===== config.mk =====
export PLATFORM = sky130hd
export DESIGN_NAME = paralelo_serial_tx
export DESIGN_NICKNAME = d
export VERILOG_FILES = /design/src/rtl/paralelo_serial_tx.sv
export SDC_FILE = /design/constraint.sdc
export NUM_CORES = 1
export LEC_CHECK = 0
export ABC_AREA = 1
export BUFFER_PORTS_ARGS = -buffer_cell sky130_fd_sc_hd__buf_2
export CELL_PAD_IN_SITES_DETAIL_PLACEMENT = 1
export CELL_PAD_IN_SITES_GLOBAL_PLACEMENT = 1
export CORE_MARGIN = 1
export CORE_UTILIZATION = 45
export DETAILED_ROUTE_END_ITERATION = 12
export GPL_TIMING_DRIVEN = 0
export PLACE_DENSITY = 0.86
export SETUP_SLACK_MARGIN = 0.3
export SYNTH_ARGS = -nofsm -noshare
export SYNTH_HDL_FRONTEND = slang
export SYNTH_SLANG_ARGS = --single-unit

===== constraint.sdc =====
create_clock -name clk_32f -period 2.25 [get_ports clk_32f]
set_input_delay 0.45 -clock clk_32f [delete_from_list [all_inputs] [get_ports clk_32f]]
set_output_delay 0.45 -clock clk_32f [all_outputs]
set_load 0.02 [all_outputs]

===== src/rtl/paralelo_serial_tx.sv =====
// Serial link transmitter: buffers parallel words in a small FIFO and shifts them out MSB-first,
// filling idle time with comma characters and sending a fixed comma preamble after reset.
module paralelo_serial_tx #(
  parameter logic [7:0]  COMMA      = 8'hBC,
  parameter int unsigned N_COMMA    = 4,
  parameter int unsigned FIFO_DEPTH = 4
) (
  input  logic       clk_32f,
  input  logic       reset_L,
  input  logic [7:0] data_in,
  input  logic       valid_in,
  output logic       ready_out,
  output logic       data_out,
  output logic       byte_start,
  output logic       is_data,
  output logic       active_out
);

  localparam int unsigned AW  = $clog2(FIFO_DEPTH);
  localparam int unsigned CW  = AW + 1;
  localparam int unsigned NCW = $clog2(N_COMMA + 1);

  typedef enum logic [1:0] {ST_RST, ST_SYNC, ST_RUN} state_e;

  state_e         state_q, state_d;
  logic [2:0]     bit_cnt_q, bit_cnt_d;
  logic [NCW-1:0] comma_cnt_q, comma_cnt_d;
  logic [7:0]     shift_q, shift_d;
  logic           byte_start_q, byte_start_d;
  logic           is_data_q, is_data_d;
  logic           active_q, active_d;
  logic [AW-1:0]  wr_ptr_q, wr_ptr_d;
  logic [AW-1:0]  rd_ptr_q, rd_ptr_d;
  logic [CW-1:0]  count_q, count_d;
  logic [7:0]     mem_q [FIFO_DEPTH];

  logic full_c, push_c, pop_c, load_run_c;

  assign full_c     = (count_q == CW'(FIFO_DEPTH));
  assign push_c     = valid_in && !full_c;
  assign ready_out  = !full_c;
  assign data_out   = shift_q[7];
  assign byte_start = byte_start_q;
  assign is_data    = is_data_q;
  assign active_out = active_q;

  // State register and datapath registers
  always_ff @(posedge clk_32f) begin
    if (!reset_L) begin
      state_q      <= ST_RST;
      bit_cnt_q    <= 3'd0;
      comma_cnt_q  <= NCW'(0);
      shift_q      <= 8'h00;
      byte_start_q <= 1'b0;
      is_data_q    <= 1'b0;
      active_q     <= 1'b0;
      wr_ptr_q     <= AW'(0);
      rd_ptr_q     <= AW'(0);
      count_q      <= CW'(0);
    end else begin
      state_q      <= state_d;
      bit_cnt_q    <= bit_cnt_d;
      comma_cnt_q  <= comma_cnt_d;
      shift_q      <= shift_d;
      byte_start_q <= byte_start_d;
      is_data_q    <= is_data_d;
      active_q     <= active_d;
      wr_ptr_q     <= wr_ptr_d;
      rd_ptr_q     <= rd_ptr_d;
      count_q      <= count_d;
    end
  end

  // FIFO storage needs no reset; validity is tracked by the pointers
  always_ff @(posedge clk_32f) begin
    if (push_c) mem_q[wr_ptr_q] <= data_in;
  end

  // Next-state, byte loading and FIFO bookkeeping
  always_comb begin
    state_d      = state_q;
    bit_cnt_d    = bit_cnt_q + 3'd1;
    comma_cnt_d  = comma_cnt_q;
    shift_d      = {shift_q[6:0], 1'b0};
    byte_start_d = 1'b0;
    is_data_d    = is_data_q;
    active_d     = active_q;
    pop_c        = 1'b0;
    load_run_c   = 1'b0;

    case (state_q)
      ST_RST: begin
        shift_d      = COMMA;
        bit_cnt_d    = 3'd0;
        byte_start_d = 1'b1;
        is_data_d    = 1'b0;
        comma_cnt_d  = NCW'(1);
        state_d      = (N_COMMA == 1) ? ST_RUN : ST_SYNC;
      end
      ST_SYNC: begin
        if (bit_cnt_q == 3'd7) begin
          if (comma_cnt_q == NCW'(N_COMMA)) begin
            state_d    = ST_RUN;
            load_run_c = 1'b1;
          end else begin
            shift_d      = COMMA;
            bit_cnt_d    = 3'd0;
            byte_start_d = 1'b1;
            is_data_d    = 1'b0;
            comma_cnt_d  = comma_cnt_q + NCW'(1);
          end
        end
      end
      ST_RUN: begin
        if (bit_cnt_q == 3'd7) load_run_c = 1'b1;
      end
      default: state_d = ST_RST;
    endcase

    // A RUN boundary sends the FIFO head if one was queued before this edge, else a comma
    if (load_run_c) begin
      bit_cnt_d    = 3'd0;
      byte_start_d = 1'b1;
      active_d     = 1'b1;
      if (count_q != CW'(0)) begin
        shift_d   = mem_q[rd_ptr_q];
        is_data_d = 1'b1;
        pop_c     = 1'b1;
      end else begin
        shift_d   = COMMA;
        is_data_d = 1'b0;
      end
    end

    wr_ptr_d = wr_ptr_q + AW'(push_c);
    rd_ptr_d = rd_ptr_q + AW'(pop_c);
    count_d  = count_q + CW'(push_c) - CW'(pop_c);
  end

endmodule

==> load_flow_metrics.sql, run 1 <==
INSERT INTO impl_metrics (metric_group, metric, value, unit) VALUES
('outcome', 'outcome', 'complete, no violations', ''),
('clock_tree', 'clock_path_buffers', '2', ''),
('critical_path', 'worst_path_largest_cell_delay', '0.54', 'ns'),
('critical_path', 'worst_setup_path_end_kind', 'register', ''),
('final_layout', 'layout-area-overhead-vs-synth', '25.58', '%'),
('critical_path', 'worstPathCellList', 'buf_4, ha_4, nor2_4, nor2_4, nand3_4, inv_2, nand2_2, nand2_2, ha_4, fa_2, nand2_2, inv_2', ''),
('power', 'power.static_leakage', '1.220', 'nW'),
('floorplan', 'rows', '26', ''),
('power', 'combPwrFrac', '0.231', ''),
('drt', 'antenna_violating_nets_remaining', '0', ''),
('logic_synthesis', 'post_syn_area', '0.002411', 'mm²'),
('power', 'power_total', '3.465', 'mW'),
('final_layout', 'antenna_cells', '0', ''),
('sta', 'timing.max_slew.rel_slack', '0.4730', ''),
('clock_tree', 'cts.clk_slew.worst_paths', '0.08', 'ns'),
('critical_path', 'worst_ep_required_time', '2.54', 'ns'),
('sta', 'fin_setup_tns', '0', 'ns'),
('clock_tree', 'clock_tree.root_cell', 'clkbuf_8', ''),
('floorplan', 'die-width', '75.20', 'µm'),
('logic_synthesis', 'syn_inst', '246', ''),
('floorplan', 'die_footprint', '0.005654', 'mm²'),
('drt', 'drc', '0', ''),
('global_route', 'global_route_wire_length_before_repair', '8901', 'µm'),
('logic_synthesis', 'netlist-cell-type-count', '23', ''),
('floorplan', 'io-pin-count', '16', ''),
('critical_path', 'worst_path_most_repeated_cell', 'nand2_2', ''),
('sta', 'final-max-slew-violation-count', '0', ''),
('placed_design', 'port-buffer-count', '15', ''),
('final_layout', 'final_layout_size_suffix_gt1_frac', '0.2817', ''),
('logic_synthesis', 'postSynth.topFlopCell', 'edfxtp_1', ''),
('worst_hold_path', 'hold_path_class', 'input pin to register', ''),
('drt', 'via_count', '1784', ''),
('global_route', 'grt_start_max_net_pins', '12', ''),
('floorplan', 'initial_utilization', '0.4691', ''),
('critical_path', 'crit_slowest_cell', 'fa_2', ''),
('drt', 'post_drt_wl_per_cell', '17.39', 'µm'),
('critical_path', 'crit_path_arrival_time', '2.31', 'ns'),
('placed_design', 'pre_cts_slack', '0.1037', 'ns'),
('critical_path', 'critical_path_class', 'register to register', ''),
('flow_run', 'max_cap_viol_count', '0', ''),
('sta', 'timing.hold.ws', '0.3248', 'ns'),
('power', 'p_per_area', '1144', 'mW/mm²'),
('sta', 'timing.final.ws_setup', '0.2219', 'ns'),
('sta', 'timing_hold_violations_final', '0', ''),
('power', 'power.switching_fraction', '0.2978', ''),
('critical_path', 'worst_path_dominant_cell_family', 'adder cells', ''),
('global_route', 'overflow', '0', ''),
('clock_tree', 'cts.sink_count', '58', ''),
('power', 'clkPwrFrac', '0.372', ''),
('power', 'power.internal', '2.433', 'mW'),
('sta', 'clock-skew-final', '0.01269', 'ns'),
('logic_synthesis', 'yosys_register_bits', '58', ''),
('floorplan', 'placeableCoreArea', '0.005140', 'mm²'),
('drt', 'wl', '6156', 'µm'),
('logic_synthesis', 'ys.warnings.count', '0', ''),
('critical_path', 'path_max_fanout', '3', ''),
('final_layout', 'final_nets', '300', ''),
('floorplan', 'floorplan.die.height', '75.20', 'µm'),
('critical_path', 'crit_buf_inv', '3', ''),
('global_route', 'number_of_antenna_violations_at_the_first_check_in_global_routing', '0', ''),
('sta', 'fmax', '0.4931', 'GHz'),
('clock_tree', 'cts_tree', 'built', ''),
('logic_synthesis', 'synth-async-reset-ratio', '0', ''),
('logic_synthesis', 'synth_enable_flop_cells', '32', ''),
('placed_design', 'gp_congestion', '0.7352', ''),
('power', 'vdd_ir_drop_max', '0.7041', 'mV'),
('power', 'power_frac_seq', '0.397', ''),
('clock_tree', 'tritoncts.num_buffers', '9', ''),
('placed_design', 'place.detailed.hpwl', '3423', 'µm'),
('critical_path', 'startpoint_type', 'register', ''),
('logic_synthesis', 'synth_area_per_cell', '9.801', 'µm²');
metal layers:
metal	wire length (µm)	track usage	part of all wire	up-vias
li1	-	-	-	869
met1	2466	0.2552	0.40	855
met2	3334	0.4014	0.54	38
met3	179	0.04953	0.029	22
met4	175	0.1358	0.028	0
met5	0	0	0	-
final cells by class:
| cell class | instances | area [µm²] |
|---|---|---|
| Clock inverter | 7 | 141.4 |
| Buffer | 5 | 28.78 |
| Fill cell | 588 | 2112 |
| Clock buffer | 9 | 123.9 |
| Tap cell | 70 | 87.58 |
| Sequential cell | 58 | 1493 |
| Inverter | 31 | 123.9 |
| Timing Repair Buffer | 22 | 127.6 |
| Multi-Input combinational cell | 152 | 902.1 |
stage by stage:
| stage | instances | instance area, µm² | util |
|---|---|---|---|
| floorplan | 246 | 2424 | - |
| global placement | 331 | 2586 | 0.5032 |
| detailed placement | 331 | 2586 | 0.5032 |
| CTS | 349 | 2914 | 0.5669 |
| global route | 354 | 3028 | 0.5891 |
| finish | 354 | 3028 | 0.5891 |
kinds of logic (layout without fill, tap and decap cells):
family / after synthesis / count (layout) / synth area share
simple gates: 103 / 103 / 0.1832
flops: 58 / 58 / 0.6144
compound gates: 36 / 36 / 0.07629
buf+inv: 36 / 74 / 0.06019
fa+ha+maj: 10 / 10 / 0.05501
xor+xnor: 3 / 3 / 0.01090
Yosys cell counts, types with 4 or more instances:
cell,count,share of area
inv_1,29,0.045
o21ai_0,29,0.060
nand2_1,34,0.053
a21oi_1,5,0.010
nor3_1,4,0.0083
nand3_1,5,0.010
edfxtp_1,32,0.40
dfxtp_1,26,0.22
nor2_1,51,0.079
nor2_2,4,0.010
ha_1,9,0.047
final timing paths:
kind	startpoint	endpoint	slack, ns	cells past startpoint
setup / recovery	state_q[0]	count_q[1]	0.22	12
hold / removal	data_in[7]	mem_q[0][7]	0.32	1
setup reg to reg	state_q[0]	count_q[1]	0.22	12
hold reg to reg	bit_cnt_q[0]	bit_cnt_q[0]	0.41	1
state kept, by name, indices dropped and copies added (netlist names):
signal / cells
wr_ptr_q: 2
active_out: 1
byte_start: 1
state_q: 2
bit_cnt_q: 3
shift_q: 8
rd_ptr_q: 2
count_q: 3
is_data: 1
comma_cnt_q: 3
mem_q: 32
power groups by stage:
stage	clock (mW)	sequential (mW)	combinational, mW
2_1_floorplan	0	1.37	0.425
3_3_place_gp	0	1.36	0.564
3_5_place_dp	0	1.37	0.590
4_1_cts	1.31	1.35	0.664
5_1_grt	1.36	1.39	0.876
6_report	1.29	1.38	0.799
repair_timing:
action / in CTS / in global routing
resized for setup: 14 / 21
pin swaps: 2 / 7
buffers inserted: 2 / 5
hold buffers: 0 / 0
endpoints found under the setup margin: 34 / 2
cells in the final DEF (no fill, tap or decap), types with 6 or more instances in the layout:
cell type and count:
inv_1 24, buf_2 17, edfxtp_1 32, clkbuf_8 9, dfxtp_1 21, nor2_1 51, nand2_1 27, buf_4 9
o21ai_0 29, nand2_2 6
No activity file was read; power rests on OpenSTA's default activity.
==> run 2, diff against run 1 <==
--- a/config.mk
+++ b/config.mk
@@ -14,7 +14,7 @@
 export DETAILED_ROUTE_END_ITERATION = 12
 export GPL_TIMING_DRIVEN = 0
 export PLACE_DENSITY = 0.86
-export SETUP_SLACK_MARGIN = 0.3
+export SETUP_SLACK_MARGIN = 0.05
 export SYNTH_ARGS = -nofsm -noshare
 export SYNTH_HDL_FRONTEND = slang
 export SYNTH_SLANG_ARGS = --single-unit
==> run 2 against run 1 <==
  * Sequential share of layout area increased by 3.1 points
  * Via count decreased by 3.4%
  * Clock-buffer cell count unchanged
  * Sequential power decreased by 3%
  * Non-clock buffer count decreased by 5
  * Setup slack got worse by 0.055 ns
  * Routed wire length decreased by 19%
  * Register-to-register slack got worse by 0.05 ns
  * Core utilization decreased by 3.9 points
  * Hold slack got worse by 0.00050 ns
  * Final cell count decreased by 1.4%
  * First-iteration DRC count increased by 14%
  * Critical endpoint is now mem_q[1][1]
  * Largest power group unchanged
  * Highest routed layer unchanged
==> load_flow_metrics.sql, run 2 (synthesis gave the netlist of run 1 again) <==
INSERT INTO impl_metrics (metric_group, metric, value, unit) VALUES
('power', 'power.internal', '2.095', 'mW'),
('sta', 'fin_setup_tns', '0', 'ns'),
('final_layout', 'n_fill_cell', '589', ''),
('critical_path', 'worst_ep_required_time', '2.19', 'ns'),
('critical_path', 'worstPathCellList', 'nor2_1, nand2_1, nand2_1, nor3_1', ''),
('clock_tree', 'cts_hold_fix_bufs', '0', ''),
('sta', 'tightest_slew', '1.333', 'ns'),
('global_route', 'grt_start_max_net_pins', '11', ''),
('sta', 'setup_viol', '0', ''),
('drt', 'post_drt_wl_per_cell', '14.34', 'µm'),
('clock_tree', 'cts.sink_count', '58', ''),
('critical_path', 'crit_path_arrival_time', '2.02', 'ns'),
('final_layout', 'layout-area-overhead-vs-synth', '17.23', '%'),
('power', 'vdd_ir_drop_max', '0.5582', 'mV'),
('power', 'power_frac_seq', '0.452', ''),
('final_layout', 'final_nets', '295', ''),
('global_route', 'first_global_vias', '1775', ''),
('clock_tree', 'htreeDepth', '3', ''),
('critical_path', 'worst_setup_path_end_kind', 'register', ''),
('final_layout', 'layout.cells.most_common', 'nor2_1', ''),
('floorplan', 'die-width', '75.20', 'µm'),
('sta', 'timing.max_slew.rel_slack', '0.1045', ''),
('placed_design', 'gp_congestion', '0.7427', ''),
('critical_path', 'worst_r2r_startpoint', 'count_q[1]', ''),
('final_layout', 'largest_register_ffs', '32', ''),
('clock_tree', 'cts.clk_slew.worst_paths', '0.07', 'ns'),
('drt', 'antenna_violating_nets_remaining', '0', ''),
('placed_design', 'placedCellCount', '331', ''),
('global_route', 'number_of_antenna_violations_at_the_first_check_in_global_routing', '0', ''),
('sta', 'finalWorstPathRequiredPeriod', '2.083', 'ns'),
('clock_tree', 'clock_tree.root_cell', 'clkbuf_8', ''),
('critical_path', 'critical_path_class', 'register to register', ''),
('final_layout', 'largestRegisters', 'mem_q: 32 flops, shift_q: 8 flops', ''),
('final_layout', 'design_area', '0.002826', 'mm²'),
('floorplan', 'initial_utilization', '0.4691', ''),
('outcome', 'outcome', 'complete, no violations', ''),
('placed_design', 'port-buffer-count', '15', ''),
('drt', 'drt_pass1_iterations', '4', ''),
('placed_design', 'place.detailed.hpwl', '3536', 'µm'),
('final_layout', 'sequential_cell_area', '0.001481', 'mm²'),
('floorplan', 'io-pin-count', '16', ''),
('critical_path', 'crit_slowest_cell', 'nor3_1', ''),
('final_layout', 'instances_no_fill', '349', ''),
('global_route', 'global_route_wire_length_before_repair', '8024', 'µm'),
('placed_design', 'dpl_cell_area', '0.002574', 'mm²'),
('critical_path', 'path_max_fanout', '8', ''),
('drt', 'via_per_inst', '4.940', ''),
('sta', 'rsz0062_at_grt', 'yes', ''),
('sta', 'timing_hold_violations_final', '0', ''),
('sta', 'clock-skew-final', '0.009300', 'ns'),
('worst_hold_path', 'timing.hold.worst.start', 'data_in[3]', ''),
('flow_run', 'max_cap_viol_count', '0', ''),
('clock_tree', 'insertion_delay', '0.34', 'ns'),
('final_layout', 'final_layout_size_suffix_gt1_frac', '0.1828', ''),
('floorplan', 'placeableCoreArea', '0.005140', 'mm²'),
('power', 'power.static_leakage', '1.160', 'nW'),
('sta', 'final.period_utilization', '0.9257', ''),
('drt', 'drc', '0', ''),
('sta', 'final-max-slew-violation-count', '0', ''),
('floorplan', 'floorplan.die.height', '75.20', 'µm'),
('final_layout', 'reg_with_most_ffs', 'mem_q', ''),
('drt', 'first_iter_violations', '75', ''),
('global_route', 'global_route_total_usage_across_every_layer', '0.2049', ''),
('critical_path', 'worst_path_largest_cell_delay', '1.04', 'ns'),
('power', 'combPwrFrac', '0.207', ''),
('worst_hold_path', 'hold_path_class', 'input pin to register', ''),
('final_layout', 'antenna_cells', '0', ''),
('drt', 'wl', '5004', 'µm'),
('critical_path', 'startpoint_type', 'register', ''),
('power', 'p_per_area', '1049', 'mW/mm²'),
('clock_tree', 'clock_path_buffers', '2', ''),
('drt', 'via_count', '1724', ''),
('critical_path', 'timing.critical_path.from', 'count_q[1]', ''),
('power', 'p_sw', '0.8705', 'mW'),
('clock_tree', 'cts_tree', 'built', ''),
('power', 'power.switching_fraction', '0.2936', ''),
('floorplan', 'die_footprint', '0.005654', 'mm²'),
('critical_path', 'worst_path_most_repeated_cell', 'nand2_1', ''),
('final_layout', 'final_cell_mix', 'nor2_1, edfxtp_1, nand2_1', ''),
('power', 'clkPwrFrac', '0.340', ''),
('clock_tree', 'tritoncts.num_buffers', '9', ''),
('floorplan', 'rows', '26', ''),
('global_route', 'overflow', '0', ''),
('final_layout', 'multi_input_area', '814.5', 'µm²'),
('sta', 'fmax', '0.4801', 'GHz');
-- run 2: path summary, 6_finish.rpt --
check / end / slack [ns] / cells after the start
max: mem_q[1][1] / 0.17 / 4
min: mem_q[1][3] / 0.32 / 1
max reg2reg: mem_q[1][1] / 0.17 / 4
min reg2reg: bit_cnt_q[0] / 0.44 / 1
-- run 2: what timing repair did --
item                       in CTS  in global routing
gates resized for setup         3                  5
pin swaps                       1                  2
setup endpoints to repair       2                 26
buffers inserted                1                  0
hold endpoints to repair        0                  0
-- run 2: worst max-delay path, delay by kind of cell (launching register included) --
| kind | cells | cell delay (ns) |
|---|---|---|
| flops | 1 | 0.38 |
| simple gates | 4 | 1.31 |
-- run 2: power by group through the flow --
| stage | clock, mW | combinational [mW] | sequential (mW) |
|---|---|---|---|
| after global routing | 1.07 | 0.708 | 1.35 |
| after detailed placement | 0 | 0.592 | 1.37 |
| after floorplan | 0 | 0.416 | 1.37 |
| final | 1.01 | 0.615 | 1.34 |
| after CTS | 1.03 | 0.618 | 1.34 |
| after global placement | 0 | 0.554 | 1.36 |
-- run 2: routing by layer --
metal,GRT usage,vias up,wire length (µm)
met4,0.1337,0,141
met5,0,-,0
met1,0.2286,815,2118
met3,0.03882,12,204
li1,-,862,-
met2,0.3584,35,2540
-- run 2: final cells by class --
type,instances,share of cell area
multi-input cells,152,0.2882
well taps,70,0.03099
inverters,31,0.04117
plain buffers,5,0.01018
flip-flops and latches,58,0.5241
clock inverters,7,0.02966
clock buffers,9,0.04382
repair buffers,17,0.03187
-- run 2: metrics by stage --
step           hold slack (ns)  setup slack [ns]  power [mW]    util
3_3_place_gp            0.4096           0.07138       1.911  0.5007
2_1_floorplan           0.3992            0.2336       1.781       -
4_1_cts                 0.3073            0.1014       2.992  0.5445
3_5_place_dp            0.4383          0.004812       1.958  0.5007
6_report                0.3243            0.1671       2.965  0.5499
5_1_grt                 0.3189          0.008867       3.130  0.5499
==> run 3, diff against run 2 <==
--- a/config.mk
+++ b/config.mk
@@ -5,7 +5,6 @@
 export SDC_FILE = /design/constraint.sdc
 export NUM_CORES = 1
 export LEC_CHECK = 0
-export ABC_AREA = 1
 export BUFFER_PORTS_ARGS = -buffer_cell sky130_fd_sc_hd__buf_2
 export CELL_PAD_IN_SITES_DETAIL_PLACEMENT = 1
 export CELL_PAD_IN_SITES_GLOBAL_PLACEMENT = 1
@@ -13,7 +12,7 @@
 export CORE_UTILIZATION = 45
 export DETAILED_ROUTE_END_ITERATION = 12
 export GPL_TIMING_DRIVEN = 0
-export PLACE_DENSITY = 0.86
+export PLACE_DENSITY = 0.84
 export SETUP_SLACK_MARGIN = 0.05
 export SYNTH_ARGS = -nofsm -noshare
 export SYNTH_HDL_FRONTEND = slang
==> constraint.sdc (replaced) <==
create_clock -name clk_32f -period 1.9 [get_ports clk_32f]
set_input_delay 0.38 -clock clk_32f [delete_from_list [all_inputs] [get_ports clk_32f]]
set_output_delay 0.38 -clock clk_32f [all_outputs]
set_load 0.02 [all_outputs]
==> run 3 against run 2 <==
  * The run now ends with setup timing left
  * Clock skew grew 0.00069 ns
  * Synthesized cell count is 36% lower
  * Register-to-register slack lost 0.43 ns
  * Highest routed layer unchanged
  * Sequential share of layout area fell by 0.61 points
  * First-iteration DRC count is 5.3% higher
  * Maximum frequency fell by 3.6%
  * Cell area is 1.8% higher
  * Non-clock buffer count rose by 4
  * Largest power group unchanged
  * Largest cell class unchanged
  * Final cell count down 25%
==> load_flow_metrics.sql, run 3 <==
INSERT INTO impl_metrics (metric_group, metric, value, unit) VALUES
('critical_path', 'worst_ep_required_time', '2.13', 'ns'),
('sta', 'final-max-slew-violation-count', '0', ''),
('critical_path', 'startpoint_type', 'register', ''),
('worst_hold_path', 'hold-path-cell-count', '1', ''),
('floorplan', 'die-width', '74.30', 'µm'),
('final_layout', 'final_layout_size_suffix_gt1_frac', '0.3557', ''),
('final_layout', 'design_area', '0.002877', 'mm²'),
('logic_synthesis', 'ys.warnings.count', '0', ''),
('outcome', 'violations_in_the_final_reports', 'setup timing', ''),
('logic_synthesis', 'post_syn_area', '0.002352', 'mm²'),
('drt', 'via_per_inst', '5.241', ''),
('logic_synthesis', 'yosys_register_bits', '58', ''),
('logic_synthesis', 'netlist-cell-type-count', '36', ''),
('logic_synthesis', 'synth_top_area_frac', '0.4085', ''),
('clock_tree', 'cts_tree', 'built', ''),
('clock_tree', 'cts.sink_count', '58', ''),
('critical_path', 'crit_path_arrival_time', '2.39', 'ns'),
('logic_synthesis', 'synth_enable_flop_cells', '32', ''),
('final_layout', 'final_cell_mix', 'edfxtp_1, dfxtp_1, buf_2', ''),
('flow_run', 'max_cap_viol_count', '0', ''),
('critical_path', 'worst_path_largest_cell_delay', '0.38', 'ns'),
('final_layout', 'antenna_cells', '0', ''),
('worst_hold_path', 'hold_path_class', 'input pin to register', ''),
('sta', 'final.period_utilization', '1.137', ''),
('logic_synthesis', 'synth_sequential_area_ratio', '0.6298', ''),
('clock_tree', 'cts.clk_slew.worst_paths', '0.07', 'ns'),
('logic_synthesis', 'synth-compound-area-share', '0.06702', ''),
('drt', 'first_iter_violations', '79', ''),
('placed_design', 'dpl_cell_area', '0.002584', 'mm²'),
('clock_tree', 'clock_path_buffers', '2', ''),
('drt', 'drc', '0', ''),
('critical_path', 'r2r-end', 'count_q[2]', ''),
('final_layout', 'largestRegisters', 'mem_q: 32 flops, shift_q: 8 flops', ''),
('sta', 'finalWorstPathRequiredPeriod', '2.161', 'ns'),
('global_route', 'overflow', '0', ''),
('final_layout', 'finish.utilization', '0.5895', ''),
('logic_synthesis', 'synth_top_family_by_area', 'simple AND/OR/NAND/NOR gates', ''),
('critical_path', 'path_max_fanout', '3', ''),
('logic_synthesis', 'synth_fp_nets', '178', ''),
('final_layout', 'layout-area-overhead-vs-synth', '22.29', '%'),
('final_layout', 'reg_with_most_ffs', 'mem_q', ''),
('floorplan', 'rows', '25', ''),
('clock_tree', 'clock_tree.root_cell', 'clkbuf_8', ''),
('clock_tree', 'tritoncts.num_buffers', '9', ''),
('drt', 'antenna_violating_nets_remaining', '0', ''),
('sta', 'timing.hold.ws', '0.2552', 'ns'),
('drt', 'routed-wl-met3', '158', 'µm'),
('critical_path', 'worst_r2r_startpoint', 'state_q[0]', ''),
('logic_synthesis', 'synth.area.mux_share', '0.08989', ''),
('logic_synthesis', 'post-synth-top-count-cell', 'edfxtp_1', ''),
('drt', 'wl', '4571', 'µm'),
('final_layout', 'final_nets', '210', ''),
('placed_design', 'port-buffer-count', '15', ''),
('logic_synthesis', 'synth_area_leader_cell', 'edfxtp_1', ''),
('clock_tree', 'cts_hold_fix_bufs', '0', ''),
('global_route', 'grt_start_max_net_pins', '12', ''),
('sta', 'setup_viol', '2', ''),
('drt', 'routedLengthMet1', '1775', 'µm'),
('final_layout', 'instances_no_fill', '261', ''),
('floorplan', 'placeableCoreArea', '0.004880', 'mm²'),
('logic_synthesis', 'syn_inst', '157', ''),
('floorplan', 'io-pin-count', '16', ''),
('final_layout', 'layout.cells.most_common', 'edfxtp_1', ''),
('logic_synthesis', 'cell_types_with_the_largest_area_share_after_synthesis', 'edfxtp_1, dfxtp_1, ha_1', ''),
('global_route', 'number_of_antenna_violations_at_the_first_check_in_global_routing', '0', ''),
('global_route', 'first_global_vias', '1576', ''),
('logic_synthesis', 'synth_simple_gate_area_share', '0.1085', ''),
('critical_path', 'worst_path_most_repeated_cell', 'xnor2_2', ''),
('logic_synthesis', 'netlist_top_cells_count', 'edfxtp_1, dfxtp_1, ha_1', ''),
('critical_path', 'worstPathCellList', 'inv_4, ha_4, o311ai_4, nor2_4, xnor2_2, ha_2, fa_2, xnor2_2, xnor2_1, and2_1', ''),
('logic_synthesis', 'postSynth.topFlopCell', 'edfxtp_1', ''),
('drt', 'via_count', '1368', ''),
('worst_hold_path', 'hold_end', 'mem_q[2][6]', ''),
('floorplan', 'floorplan.die.height', '74.30', 'µm'),
('sta', 'rsz0062_at_grt', 'yes', ''),
('global_route', 'global_route_wire_length_before_repair', '7562', 'µm'),
('power', 'power_total', '3.619', 'mW'),
('clock_tree', 'insertion_delay', '0.34', 'ns'),
('placed_design', 'place.detailed.hpwl', '3266', 'µm'),
('critical_path', 'cells_on_worst_reg2reg_path', '10', ''),
('sta', 'clock-skew-final', '0.009994', 'ns'),
('placed_design', 'pre_cts_slack', '-0.4071', 'ns'),
('logic_synthesis', 'adder_cell_share_of_the_synthesized_area', '0.05638', ''),
('drt', 'drt_pass1_iterations', '4', ''),
('sta', 'timing_hold_violations_final', '0', ''),
('floorplan', 'die_footprint', '0.005520', 'mm²'),
('drt', 'met2_wirelength', '2567', 'µm'),
('final_layout', 'largest_register_ffs', '32', ''),
('clock_tree', 'htreeDepth', '3', ''),
('floorplan', 'initial_utilization', '0.4821', ''),
('worst_hold_path', 'timing.hold.worst.start', 'data_in[6]', ''),
('critical_path', 'worst_setup_path_end_kind', 'register', ''),
('critical_path', 'critical_path_class', 'register to register', ''),
('sta', 'fin_setup_tns', '-0.3646', 'ns'),
('drt', 'post_drt_wl_per_cell', '17.51', 'µm'),
('placed_design', 'placedCellCount', '239', ''),
('sta', 'fmax', '0.4629', 'GHz'),
('global_route', 'global_route_total_usage_across_every_layer', '0.2005', ''),
('sta', 'tightest_slew', '0.7360', 'ns'),
('logic_synthesis', 'post_synth_xor_area_fraction', '0.02606', ''),
('critical_path', 'crit_slowest_cell', 'dfxtp_4', ''),
('logic_synthesis', 'synth_area_per_cell', '14.98', 'µm²'),
('power', 'power.static_leakage', '1.042', 'nW'),
('sta', 'timing.final.ws_setup', '-0.2605', 'ns'),
('sta', 'timing.max_slew.rel_slack', '0.5067', ''),
('placed_design', 'gp_congestion', '0.7673', ''),
('power', 'p_per_area', '1258', 'mW/mm²'),
('outcome', 'outcome', 'finished, violations left', ''),
('critical_path', 'flop2flop_setup_slack', '-0.26', 'ns'),
('logic_synthesis', 'synth-async-reset-ratio', '0', ''),
('power', 'vdd_ir_drop_max', '0.8359', 'mV'),
('drt', 'top_layer', 'met4', '');
==> run 3: final cells by class <==
cell class / count / area, µm²
timing repair buffer: 21 / 120.1
fill: 481 / 2003
clock buffer: 10 / 127.6
tap: 67 / 83.83
sequential: 58 / 1490
multi-input combinational: 87 / 927.1
clock inverter: 6 / 66.31
buffer: 5 / 30.03
inverter: 7 / 31.28
==> run 3: critical path, delay by kind of cell (launching register included) <==
family	cells	cell delay [ns]
adders and majority gates	3	0.82
AOI/OAI and AO/OA	1	0.12
DFF	1	0.38
xor gates and xnor gates	3	0.36
and+or+nand+nor	2	0.34
buffers and inverters	1	0.04
==> run 3: cells by family (layout without fill, tap and decap cells) <==
| kind of cell | Yosys count | in the layout |
|---|---|---|
| flip-flops | 58 | 58 |
| multiplexers | 10 | 10 |
| AND/OR/NAND/NOR | 44 | 44 |
| XOR/XNOR | 7 | 7 |
| buffers and inverters | 12 | 49 |
| adder cells (fa/ha/maj) | 10 | 10 |
| AO/OA/AOI/OAI | 16 | 16 |
==> run 3: worst max path at each step <==
stage / startpoint / end / slack (ns) / cells after the start
3_3_place_gp: bit_cnt_q[0] / count_q[2] / -0.32 / 10
5_1_grt: state_q[0] / count_q[2] / -0.34 / 10
3_5_place_dp: state_q[0] / count_q[2] / -0.41 / 10
6_report: state_q[0] / count_q[2] / -0.26 / 10
2_1_floorplan: state_q[0] / count_q[2] / -0.17 / 10
4_1_cts: state_q[0] / count_q[2] / -0.23 / 10
==> run 3: repair_timing <==
item / in CTS / in global routing
resized for setup: 6 / 9
gates cloned: 0 / 0
buffers inserted: 4 / 2
pin swaps: 4 / 1
endpoints found under the setup margin: 18 / 31
==> run 3: layer usage <==
metal  up-vias  track usage
li1        656            -
met1       682       0.1941
met2        19       0.3707
met3        11      0.08808
met4         0      0.08176
met5         -            0
==> run 3: power breakdown <==
part,leakage [nW],switching (mW),internal [mW]
sequential,0.509,0.114,1.54
combinational,0.445,0.461,0.402
clock,0.0889,0.500,0.607
